File: src/rtl/mfcc_loop_pkg.sv
// Shared constants for the MFCC two-level loop sequencer: FSM encoding,
// default index width and the stall-counter width with its saturating increment.
package mfcc_loop_pkg;

    localparam int CNT_W_DEF   = 7;
    localparam int STALL_CNT_W = 16;

    localparam logic [1:0] ST_IDLE = 2'd0;
    localparam logic [1:0] ST_RUN  = 2'd1;
    localparam logic [1:0] ST_DONE = 2'd2;

    // Saturating +1 so the stall counter sticks at all-ones instead of wrapping
    function automatic logic [STALL_CNT_W-1:0] sat_inc(input logic [STALL_CNT_W-1:0] v);
        if (v == {STALL_CNT_W{1'b1}}) begin
            return v;
        end else begin
            return v + {{(STALL_CNT_W-1){1'b0}}, 1'b1};
        end
    endfunction

endpackage

File: src/rtl/nested_loop_ctrl_if.sv
// Control/status bundle between the top-level FSM (master) and the loop sequencer (slave).
// The stall_cnt member exists only when NESTED_LOOP_STALL_CNT_EN is defined.
interface nested_loop_ctrl_if #(
    parameter int CNT_W     = 7,
    parameter int OUT_CNT_W = CNT_W
);
    import mfcc_loop_pkg::*;

    logic                 start;
    logic                 abort;
    logic                 stall;
    logic [CNT_W-1:0]     inner_limit;
    logic [OUT_CNT_W-1:0] outer_limit;
    logic                 step_valid;
    logic [CNT_W-1:0]     inner_idx;
    logic [OUT_CNT_W-1:0] outer_idx;
    logic                 inner_last;
    logic                 outer_last;
    logic                 busy;
    logic                 done;
`ifdef NESTED_LOOP_STALL_CNT_EN
    logic [STALL_CNT_W-1:0] stall_cnt;
`endif

    modport master (
        output start, abort, stall, inner_limit, outer_limit,
        input  step_valid, inner_idx, outer_idx, inner_last, outer_last, busy, done
`ifdef NESTED_LOOP_STALL_CNT_EN
        , input stall_cnt
`endif
    );

    modport slave (
        input  start, abort, stall, inner_limit, outer_limit,
        output step_valid, inner_idx, outer_idx, inner_last, outer_last, busy, done
`ifdef NESTED_LOOP_STALL_CNT_EN
        , output stall_cnt
`endif
    );

endinterface

File: src/rtl/loop_idx_cnt.sv
// One loop level: index register that advances on en, wraps to zero by
// compare-equal against the inclusive limit, and clears on clr.
module loop_idx_cnt #(
    parameter int W = 7
) (
    input  logic         clk,
    input  logic         rst_n,
    input  logic         en,
    input  logic         clr,
    input  logic [W-1:0] limit,
    output logic [W-1:0] idx,
    output logic         at_limit
);

    logic [W-1:0] r_idx;
    logic         w_at_limit;

    assign w_at_limit = (r_idx == limit);

    // Index register: clear beats advance; wrap never relies on overflow
    always_ff @(posedge clk or negedge rst_n) begin
        if (!rst_n) begin
            r_idx <= {W{1'b0}};
        end else if (clr) begin
            r_idx <= {W{1'b0}};
        end else if (en) begin
            r_idx <= w_at_limit ? {W{1'b0}} : (r_idx + W'(1));
        end else begin
            r_idx <= r_idx;
        end
    end

    assign idx      = r_idx;
    assign at_limit = w_at_limit;

endmodule

File: src/rtl/nested_loop_ctrl.sv
// Two-level loop sequencer: latches limits on start, emits one step per
// non-stalled RUN cycle, pulses done after the final step.
// Optional stall counter: NESTED_LOOP_STALL_CNT_EN.
module nested_loop_ctrl
    import mfcc_loop_pkg::*;
#(
    parameter int CNT_W     = CNT_W_DEF,
    parameter int OUT_CNT_W = CNT_W
) (
    input  logic               clk,
    input  logic               rst_n,
    nested_loop_ctrl_if.slave  bus
);

    logic [1:0]           r_state;
    logic [1:0]           w_next_state;
    logic [CNT_W-1:0]     r_inner_lim;
    logic [OUT_CNT_W-1:0] r_outer_lim;
    logic [CNT_W-1:0]     w_inner_idx;
    logic [OUT_CNT_W-1:0] w_outer_idx;
    logic                 w_inner_at;
    logic                 w_outer_at;
    logic                 w_run;
    logic                 w_step;
    logic                 w_final;
    logic                 w_accept;
    logic                 w_clr;
    logic                 w_inner_en;
    logic                 w_outer_en;

    assign w_run      = (r_state == ST_RUN);
    assign w_step     = w_run & ~bus.stall;
    assign w_final    = w_inner_at & w_outer_at;
    assign w_accept   = (r_state == ST_IDLE) & bus.start & ~bus.abort;
    assign w_clr      = w_accept | bus.abort | (r_state == ST_DONE);
    // On the final step both indices hold so the last pair stays visible
    assign w_inner_en = w_step & ~w_final;
    assign w_outer_en = w_step & w_inner_at & ~w_outer_at;

    // Next-state decode; abort outranks every other transition
    always_comb begin
        w_next_state = r_state;
        case (r_state)
            ST_IDLE: begin
                if (bus.abort) begin
                    w_next_state = ST_IDLE;
                end else if (bus.start) begin
                    w_next_state = ST_RUN;
                end else begin
                    w_next_state = ST_IDLE;
                end
            end
            ST_RUN: begin
                if (bus.abort) begin
                    w_next_state = ST_IDLE;
                end else if (w_step && w_final) begin
                    w_next_state = ST_DONE;
                end else begin
                    w_next_state = ST_RUN;
                end
            end
            ST_DONE: w_next_state = ST_IDLE;
            default: w_next_state = ST_IDLE;
        endcase
    end

    // State register
    always_ff @(posedge clk or negedge rst_n) begin
        if (!rst_n) begin
            r_state <= ST_IDLE;
        end else begin
            r_state <= w_next_state;
        end
    end

    // Limits are captured only when a start is accepted
    always_ff @(posedge clk or negedge rst_n) begin
        if (!rst_n) begin
            r_inner_lim <= {CNT_W{1'b0}};
            r_outer_lim <= {OUT_CNT_W{1'b0}};
        end else if (w_accept) begin
            r_inner_lim <= bus.inner_limit;
            r_outer_lim <= bus.outer_limit;
        end else begin
            r_inner_lim <= r_inner_lim;
            r_outer_lim <= r_outer_lim;
        end
    end

    loop_idx_cnt #(.W(CNT_W)) u_inner (
        .clk      (clk),
        .rst_n    (rst_n),
        .en       (w_inner_en),
        .clr      (w_clr),
        .limit    (r_inner_lim),
        .idx      (w_inner_idx),
        .at_limit (w_inner_at)
    );

    loop_idx_cnt #(.W(OUT_CNT_W)) u_outer (
        .clk      (clk),
        .rst_n    (rst_n),
        .en       (w_outer_en),
        .clr      (w_clr),
        .limit    (r_outer_lim),
        .idx      (w_outer_idx),
        .at_limit (w_outer_at)
    );

`ifdef NESTED_LOOP_STALL_CNT_EN
    logic [STALL_CNT_W-1:0] r_stall_cnt;

    // Stalled RUN cycles since the last accepted start, saturating
    always_ff @(posedge clk or negedge rst_n) begin
        if (!rst_n) begin
            r_stall_cnt <= {STALL_CNT_W{1'b0}};
        end else if (w_accept) begin
            r_stall_cnt <= {STALL_CNT_W{1'b0}};
        end else if (w_run && bus.stall) begin
            r_stall_cnt <= sat_inc(r_stall_cnt);
        end else begin
            r_stall_cnt <= r_stall_cnt;
        end
    end

    assign bus.stall_cnt = r_stall_cnt;
`endif

    assign bus.step_valid = w_step;
    assign bus.inner_idx  = w_inner_idx;
    assign bus.outer_idx  = w_outer_idx;
    assign bus.inner_last = w_run & w_inner_at;
    assign bus.outer_last = w_run & w_outer_at;
    assign bus.busy       = (r_state != ST_IDLE);
    assign bus.done       = (r_state == ST_DONE);

endmodule
File: src/flat_wrapper.sv
// flat-port wrapper written by rule: the top's interface ports become plain ports
module nested_loop_ctrl_flat import mfcc_loop_pkg::*;
#(
    parameter int CNT_W     = CNT_W_DEF,
    parameter int OUT_CNT_W = CNT_W
)
  (clk, rst_n, bus_start, bus_abort, bus_stall, bus_inner_limit, bus_outer_limit, bus_step_valid, bus_inner_idx, bus_outer_idx, bus_inner_last, bus_outer_last, bus_busy, bus_done);
  nested_loop_ctrl_if #(.CNT_W(CNT_W), .OUT_CNT_W(OUT_CNT_W)) bus_i ();
  input  logic clk;
  input  logic rst_n;
  input wire logic [$bits(bus_i.start)-1:0] bus_start;
  input wire logic [$bits(bus_i.abort)-1:0] bus_abort;
  input wire logic [$bits(bus_i.stall)-1:0] bus_stall;
  input wire logic [$bits(bus_i.inner_limit)-1:0] bus_inner_limit;
  input wire logic [$bits(bus_i.outer_limit)-1:0] bus_outer_limit;
  output wire logic [$bits(bus_i.step_valid)-1:0] bus_step_valid;
  output wire logic [$bits(bus_i.inner_idx)-1:0] bus_inner_idx;
  output wire logic [$bits(bus_i.outer_idx)-1:0] bus_outer_idx;
  output wire logic [$bits(bus_i.inner_last)-1:0] bus_inner_last;
  output wire logic [$bits(bus_i.outer_last)-1:0] bus_outer_last;
  output wire logic [$bits(bus_i.busy)-1:0] bus_busy;
  output wire logic [$bits(bus_i.done)-1:0] bus_done;
  assign bus_i.start = bus_start;
  assign bus_i.abort = bus_abort;
  assign bus_i.stall = bus_stall;
  assign bus_i.inner_limit = bus_inner_limit;
  assign bus_i.outer_limit = bus_outer_limit;
  assign bus_step_valid = bus_i.step_valid;
  assign bus_inner_idx = bus_i.inner_idx;
  assign bus_outer_idx = bus_i.outer_idx;
  assign bus_inner_last = bus_i.inner_last;
  assign bus_outer_last = bus_i.outer_last;
  assign bus_busy = bus_i.busy;
  assign bus_done = bus_i.done;
  nested_loop_ctrl #(.CNT_W(CNT_W), .OUT_CNT_W(OUT_CNT_W)) u_core (.clk(clk), .rst_n(rst_n), .bus(bus_i));
endmodule
File: config.mk
export PLATFORM = sky130hd
export DESIGN_NAME = nested_loop_ctrl_flat
export DESIGN_NICKNAME = d
export VERILOG_FILES = /design/src/rtl/mfcc_loop_pkg.sv /design/src/rtl/nested_loop_ctrl_if.sv /design/src/rtl/loop_idx_cnt.sv /design/src/rtl/nested_loop_ctrl.sv /design/src/flat_wrapper.sv
export SDC_FILE = /design/constraint.sdc
export NUM_CORES = 1
export LEC_CHECK = 0
export ABC_CLOCK_PERIOD_IN_PS = 1800
export BUFFER_PORTS_ARGS = -buffer_cell sky130_fd_sc_hd__buf_2
export CAP_MARGIN = 20
export CORE_ASPECT_RATIO = 1.75
export CORE_MARGIN = 4
export CORE_UTILIZATION = 40
export DETAILED_ROUTE_END_ITERATION = 8
export HOLD_SLACK_MARGIN = 0.08
export SYNTH_ARGS = -nofsm -noshare
export SYNTH_HDL_FRONTEND = slang
export SYNTH_SLANG_ARGS = --single-unit
File: constraint.sdc
create_clock -name clk -period 1.8 [get_ports clk]
set_input_delay 0.27 -clock clk [delete_from_list [all_inputs] [get_ports clk]]
set_output_delay 0.27 -clock clk [all_outputs]
set_load 0.02 [all_outputs]
; ---- Word-level counts from Yosys, hierarchy flattened
; Cells that the tools add are included.
[totals]
in_bits = 19
ff_bits = 30
[classes]
eq_ne = 4
bitwise_logic = 15
n_reduce_logical = 5
addsub = 2
mux = 11
[ops]
columns = operator, count
row1 = $mux 7, 6
row2 = $add 7x1->7 const B, 2
row3 = $eq 7x7->1, 2
row4 = $and 1x1->1, 9
row5 = $mux 2, 3
row6 = $reduce_bool 2->1, 3
row7 = $not 1->1, 4
row8 = $pmux 2 s2, 1
row9 = $eq 2x1->1 const B, 1
row10 = $eq 2x2->1 const B, 1
row11 = $logic_not 2->1, 1
row12 = $or 1x1->1, 2
row13 = $logic_and 1x1->1, 1
row14 = $mux 1, 1

; ---- Depth between registers and ports, before layout
[logic_depth]
depth_word = 6
mapped_depth = 7

; ---- Cells and area by module
; From an unflattened synthesis, not the netlist that was laid out.
[hier_totals]
cells_unflattened = 141
hier_area_um2 = 1571.5
[modules_own_cells]
columns = module, instances, area_each_um2, cells_per_inst, seq_area_each_um2
row1 = loop_idx_cnt, 2, 439.2, 47, 175.2
row2 = nested_loop_ctrl, 1, 693.2, 47, 400.4

; ---- Least setup slack after synthesis
; Ideal clock, no wire load.
[synth_path]
path_kind = register -> register
startpoint = reg u_core.u_inner.r_idx[3] (netlist: u_core.u_inner.idx[3])
endpoint = reg u_core.u_outer.r_idx[3] (netlist: u_core.u_outer.idx[3])
synth_period_minus_slack_ns = 1.899
setup_ns = 0.078
n_path_buf = 0
t_required_ns = 1.722
setup_slack_ns = -0.099
path_stages_with_launch = 6
arrival_time_ns = 1.822
path_cell_list = dfrtp_1 > xor2_1 > nor3_1 > nand4_4 > or4_1 > a21oi_1
[synth_via]
elab_chain_len = 4
[synth_lines]
columns = element, line
row1 = "start, declared", loop_idx_cnt.sv:15  ; logic [W-1:0] r_idx;
row2 = "start signal, assigned", loop_idx_cnt.sv:23  ; r_idx <= {W{1'b0}};
row3 = "start signal, assigned", loop_idx_cnt.sv:25  ; r_idx <= {W{1'b0}};
row4 = "start signal, assigned", loop_idx_cnt.sv:27  ; r_idx <= w_at_limit ? {W{1'b0}} : (r_idx + W'(1));
row5 = $eq 7x7->1, loop_idx_cnt.sv:18  ; assign w_at_limit = (r_idx == limit);
row6 = $and 1x1->1 (2 in a row), nested_loop_ctrl.sv:38  ; assign w_outer_en = w_step & w_inner_at & ~w_outer_at;
row7 = $reduce_bool 2->1 (no source line), --
row8 = "end signal, assigned", loop_idx_cnt.sv:23
row9 = "end signal, assigned", loop_idx_cnt.sv:25
row10 = "end signal, assigned", loop_idx_cnt.sv:27
row11 = "end, declared", loop_idx_cnt.sv:15
; No other way between the ends.
; A chain may end at the register's enable or synchronous reset.

; ---- Worst setup path after layout
[layout_path]
startpoint = reg u_core.r_outer_lim[1]
endpoint = out bus_outer_last
[layout_via]
elab_chain_len = 2
[layout_lines]
columns = element, line
row1 = "start, declared", nested_loop_ctrl.sv:18  ; logic [OUT_CNT_W-1:0] r_outer_lim;
row2 = "start signal, assigned", nested_loop_ctrl.sv:80  ; r_outer_lim <= {OUT_CNT_W{1'b0}};
row3 = "start signal, assigned", nested_loop_ctrl.sv:83  ; r_outer_lim <= bus.outer_limit;
row4 = "start signal, assigned", nested_loop_ctrl.sv:86  ; r_outer_lim <= r_outer_lim;
row5 = $eq 7x7->1, loop_idx_cnt.sv:18
row6 = $and 1x1->1, nested_loop_ctrl.sv:133  ; assign bus.outer_last = w_run & w_outer_at;
row7 = "end, declared", flat_wrapper.sv:20  ; output wire logic [$bits(bus_i.outer_last)-1:0] bus_outer_last;
; No other way between the ends.

==> metrics.cfg <==
[pwr]
power.switching_w = 0.000474
power_w = 0.00198
pwr-share-comb_pct = 17.1
power_leakage_nw = 1.10
vdd_drop_max_v = 0.00128
seq_power_share_pct = 40.0
switching_share_pct = 24.0
power_density_nw_per_um2 = 823
pwr-share-clk_pct = 42.9
intPower_w = 0.00150

[worst_hold_path]
min_path_type = in -> reg

[final_layout]
area_growth_pct = 47.2
postLayoutCoreUtil_pct = 61.6
fillers = 337
num_antenna_cells = 0
num-nets-final = 251
drive_gt1_share_pct = 54.1

[floorplan]
core-area_um2 = 3900
rows = 30
die_x_um = 56.3
die-area_um2 = 5210
num_io_pins = 38
start_util_pct = 41.8
dieHeight_um = 92.5

[synth]
synth_top_area_cell = dfrtp_1
synth_top_area_share_pct = 46.0
yosysMostFrequentCell = dfrtp_1
synth_area_leaders = dfrtp_1 (46%), mux2_2 (9.7%), xor2_1 (5.9%), nand2_1 (3.4%), mux2i_1 (2.5%)
syn_inst = 158
syn-num-nets = 179
synthTopCellsByCount = dfrtp_1 (30), nand2_1 (15), mux2_2 (14), xor2_1 (11), nor2_1 (9)
synthFlopType = dfrtp_1
synth_cell_types = 36
ys_warn_count = 0
synth_area_um2 = 1630
synth_edf_count = 0
ys_seq_area_share_pct = 46.0
ys_ff_latch = 30
syn-mean-instance-area_um2 = 10.3
async_reset_ff_share_pct = 100

[run_status]
violations = negative setup slack
status = finished with violations

[drt]
viasPerCell = 5.52
vias = 1541
wl_per_cell_um = 17.2
dr.pass1.iters = 4
antenna_left = 0
wirelength_um = 4790
drc_errors = 0
drt_iter0_markers = 38

[timing]
post-route-period-util_pct = 109
slew_headroom_pct = 53.6
rsz0062_at_grt = true
worst_pin_slew_ns = 0.695
finalMaxSlewViolations = 0
setup_slack_ns = -0.159
skew_ns = 0.00349
fmax_mhz = 511
hold_viol_final = 0
setup-violations-final = 4
fin_crit_ns = 1.96

[setup_path]
cp-end-kind = output pin
worst-endpoint-arrival_ns = 1.69
cpPeakStageDelay_ns = 0.39
path_max_fanout = 2
cp.required_ns = 1.53
path_cells = xor2_1 > nor4_2 > nand4_1 > nor2_1 > buf_4
slowest_stage = dfrtp_1
cp-start-kind = flip-flop
critical_path_class = reg -> out

[clock_network]
cts_sinks = 30
cts_buffer_depth = 2
cts_made_buffers = 5
cts_tree = done
clock_latency_ns = 0.28
root_buffer = clkbuf_8
clk_pin_slew_ns = 0.07
htreeDepth = 2

[placed_design]
post-dp-hpwl_um = 3430
port_buffers = 37
gp_congestion = 0.895

[job]
drv_cap = 0

[grt]
grt_max_degree = 31
grt_usage_pct = 18.1
use_met1_pct = 17.9
grt_pass1_vias = 1601
grt_antenna_before_repair = 0
grt.overflow.total = 0
grt_first_pass_wirelength_um = 7360
grtUsageMet3_pct = 3.35
use_met2_pct = 35.5
busiest_layer = met2

[worst paths after layout]
| path | startpoint | endpoint | slack, ns | depth (start not counted) |
|---|---|---|---|---|
| max reg2reg | u_core.u_inner.idx[0] | u_core.u_outer.idx[3] | -0.04 | 6 |
| min in group asynchronous | rst_n | u_core.r_outer_lim[4] | 0.57 | 2 |
| max | u_core.r_outer_lim[1] | bus_outer_last | -0.16 | 5 |
| max in group asynchronous | rst_n | u_core.u_inner.idx[0] | 0.74 | 2 |
| min reg2reg | u_core.r_outer_lim[2] | u_core.r_outer_lim[2] | 0.54 | 1 |
| min | bus_outer_limit[4] | u_core.r_outer_lim[4] | 0.22 | 2 |
[cell usage in the layout (no fill, tap or decap), types with 2 or more instances in the layout]
| cell type | count |
|---|---|
| a21oi_2 | 4 |
| or4_1 | 2 |
| nand4_1 | 6 |
| ha_1 | 2 |
| buf_4 | 35 |
| dfrtp_1 | 29 |
| mux2i_1 | 4 |
| xor2_2 | 2 |
| nor2_1 | 5 |
| nor2_2 | 3 |
| a21oi_1 | 3 |
| xnor2_1 | 3 |
| xor2_1 | 9 |
| clkbuf_8 | 6 |
| or4_4 | 3 |
| nor3_2 | 4 |
| nor3_1 | 3 |
| nand3_2 | 2 |
| buf_2 | 34 |
| o31ai_2 | 2 |
| mux2_2 | 14 |
| o21ai_0 | 8 |
| o32ai_1 | 2 |
| bufinv_16 | 2 |
| or3_1 | 4 |
| nand3_1 | 4 |
| nand2_1 | 15 |
[power groups by stage]
| stage | sequential, W | combinational (W) | clock [W] |
|---|---|---|---|
| 4_1_cts | 0.000789 | 0.000308 | 0.000863 |
| 3_5_place_dp | 0.000803 | 0.000259 | 0 |
| 6_report | 0.000791 | 0.000338 | 0.000848 |
| 5_1_grt | 0.000797 | 0.000367 | 0.000895 |
| 2_1_floorplan | 0.000789 | 0.000180 | 0 |
| 3_3_place_gp | 0.000800 | 0.000248 | 0 |
[repair_timing]
action / CTS / global route
pin swaps: 8 / 15
setup endpoints to repair: 13 / 19
cloned: 0 / 0
gates resized for setup: 13 / 20
buffers inserted: 7 / 6
hold buffers: 1 / 0
hold endpoints to repair: 30 / 0
[worst max-delay path: cells and delay by family, from the launching register on]
kind / cells / cell delay, ns
simple gates: 3 / 0.68
flops: 1 / 0.39
xor+xnor: 1 / 0.17
buf+inv: 1 / 0.16
[metrics by stage]
| stage | area (µm²) | hold slack [ns] | cells | worst slack [ns] | setup TNS (ns) |
|---|---|---|---|---|---|
| 2_1_floorplan | 1640 | -0.0256 | 158 | 0.00450 | 0 |
| 3_3_place_gp | 2020 | 0.333 | 259 | -0.0240 | -0.0603 |
| 5_1_grt | 2400 | 0.220 | 279 | -0.234 | -0.764 |
| 6_report | 2400 | 0.217 | 279 | -0.159 | -0.335 |
| 4_1_cts | 2290 | 0.213 | 275 | -0.123 | -0.142 |
| 3_5_place_dp | 2020 | 0.348 | 259 | -0.0913 | -0.380 |
[layout make-up]
cell class	instances	area (µm²)	area share, %
Inverter	2	12.5	0.521
Tap cell	48	60.1	2.50
Multi-Input combinational cell	120	982	40.9
Clock buffer	6	82.6	3.44
Sequential cell	30	752	31.3
Timing Repair Buffer	71	454	18.9
Clock inverter	2	60.1	2.50
[sequential cells by signal (all words and copies together) (netlist names)]
register            flops
u_core.r_inner_lim      7
u_core.r_outer_lim      7
u_core.u_inner.idx      7
u_core.u_outer.idx      7
u_core.r_state          2
[kinds of logic after synthesis]
logic type | count (synthesis) | share of synthesized area, %
simple gates | 64 | 21.8
mux | 18 | 12.1
buf+inv | 8 | 2.83
xor+xnor | 14 | 7.51
fa+ha+maj | 2 | 1.53
flops | 30 | 46.0
compound gates | 22 | 8.20
[metal layers]
metal  vias to the layer above  part of all wire, %
met2                        55                   59
met3                        10                  4.6
li1                        717                    -
met5                         -                    0
met4                         0                  2.2
met1                       759                   34
(Power assumes the default switching activity.)
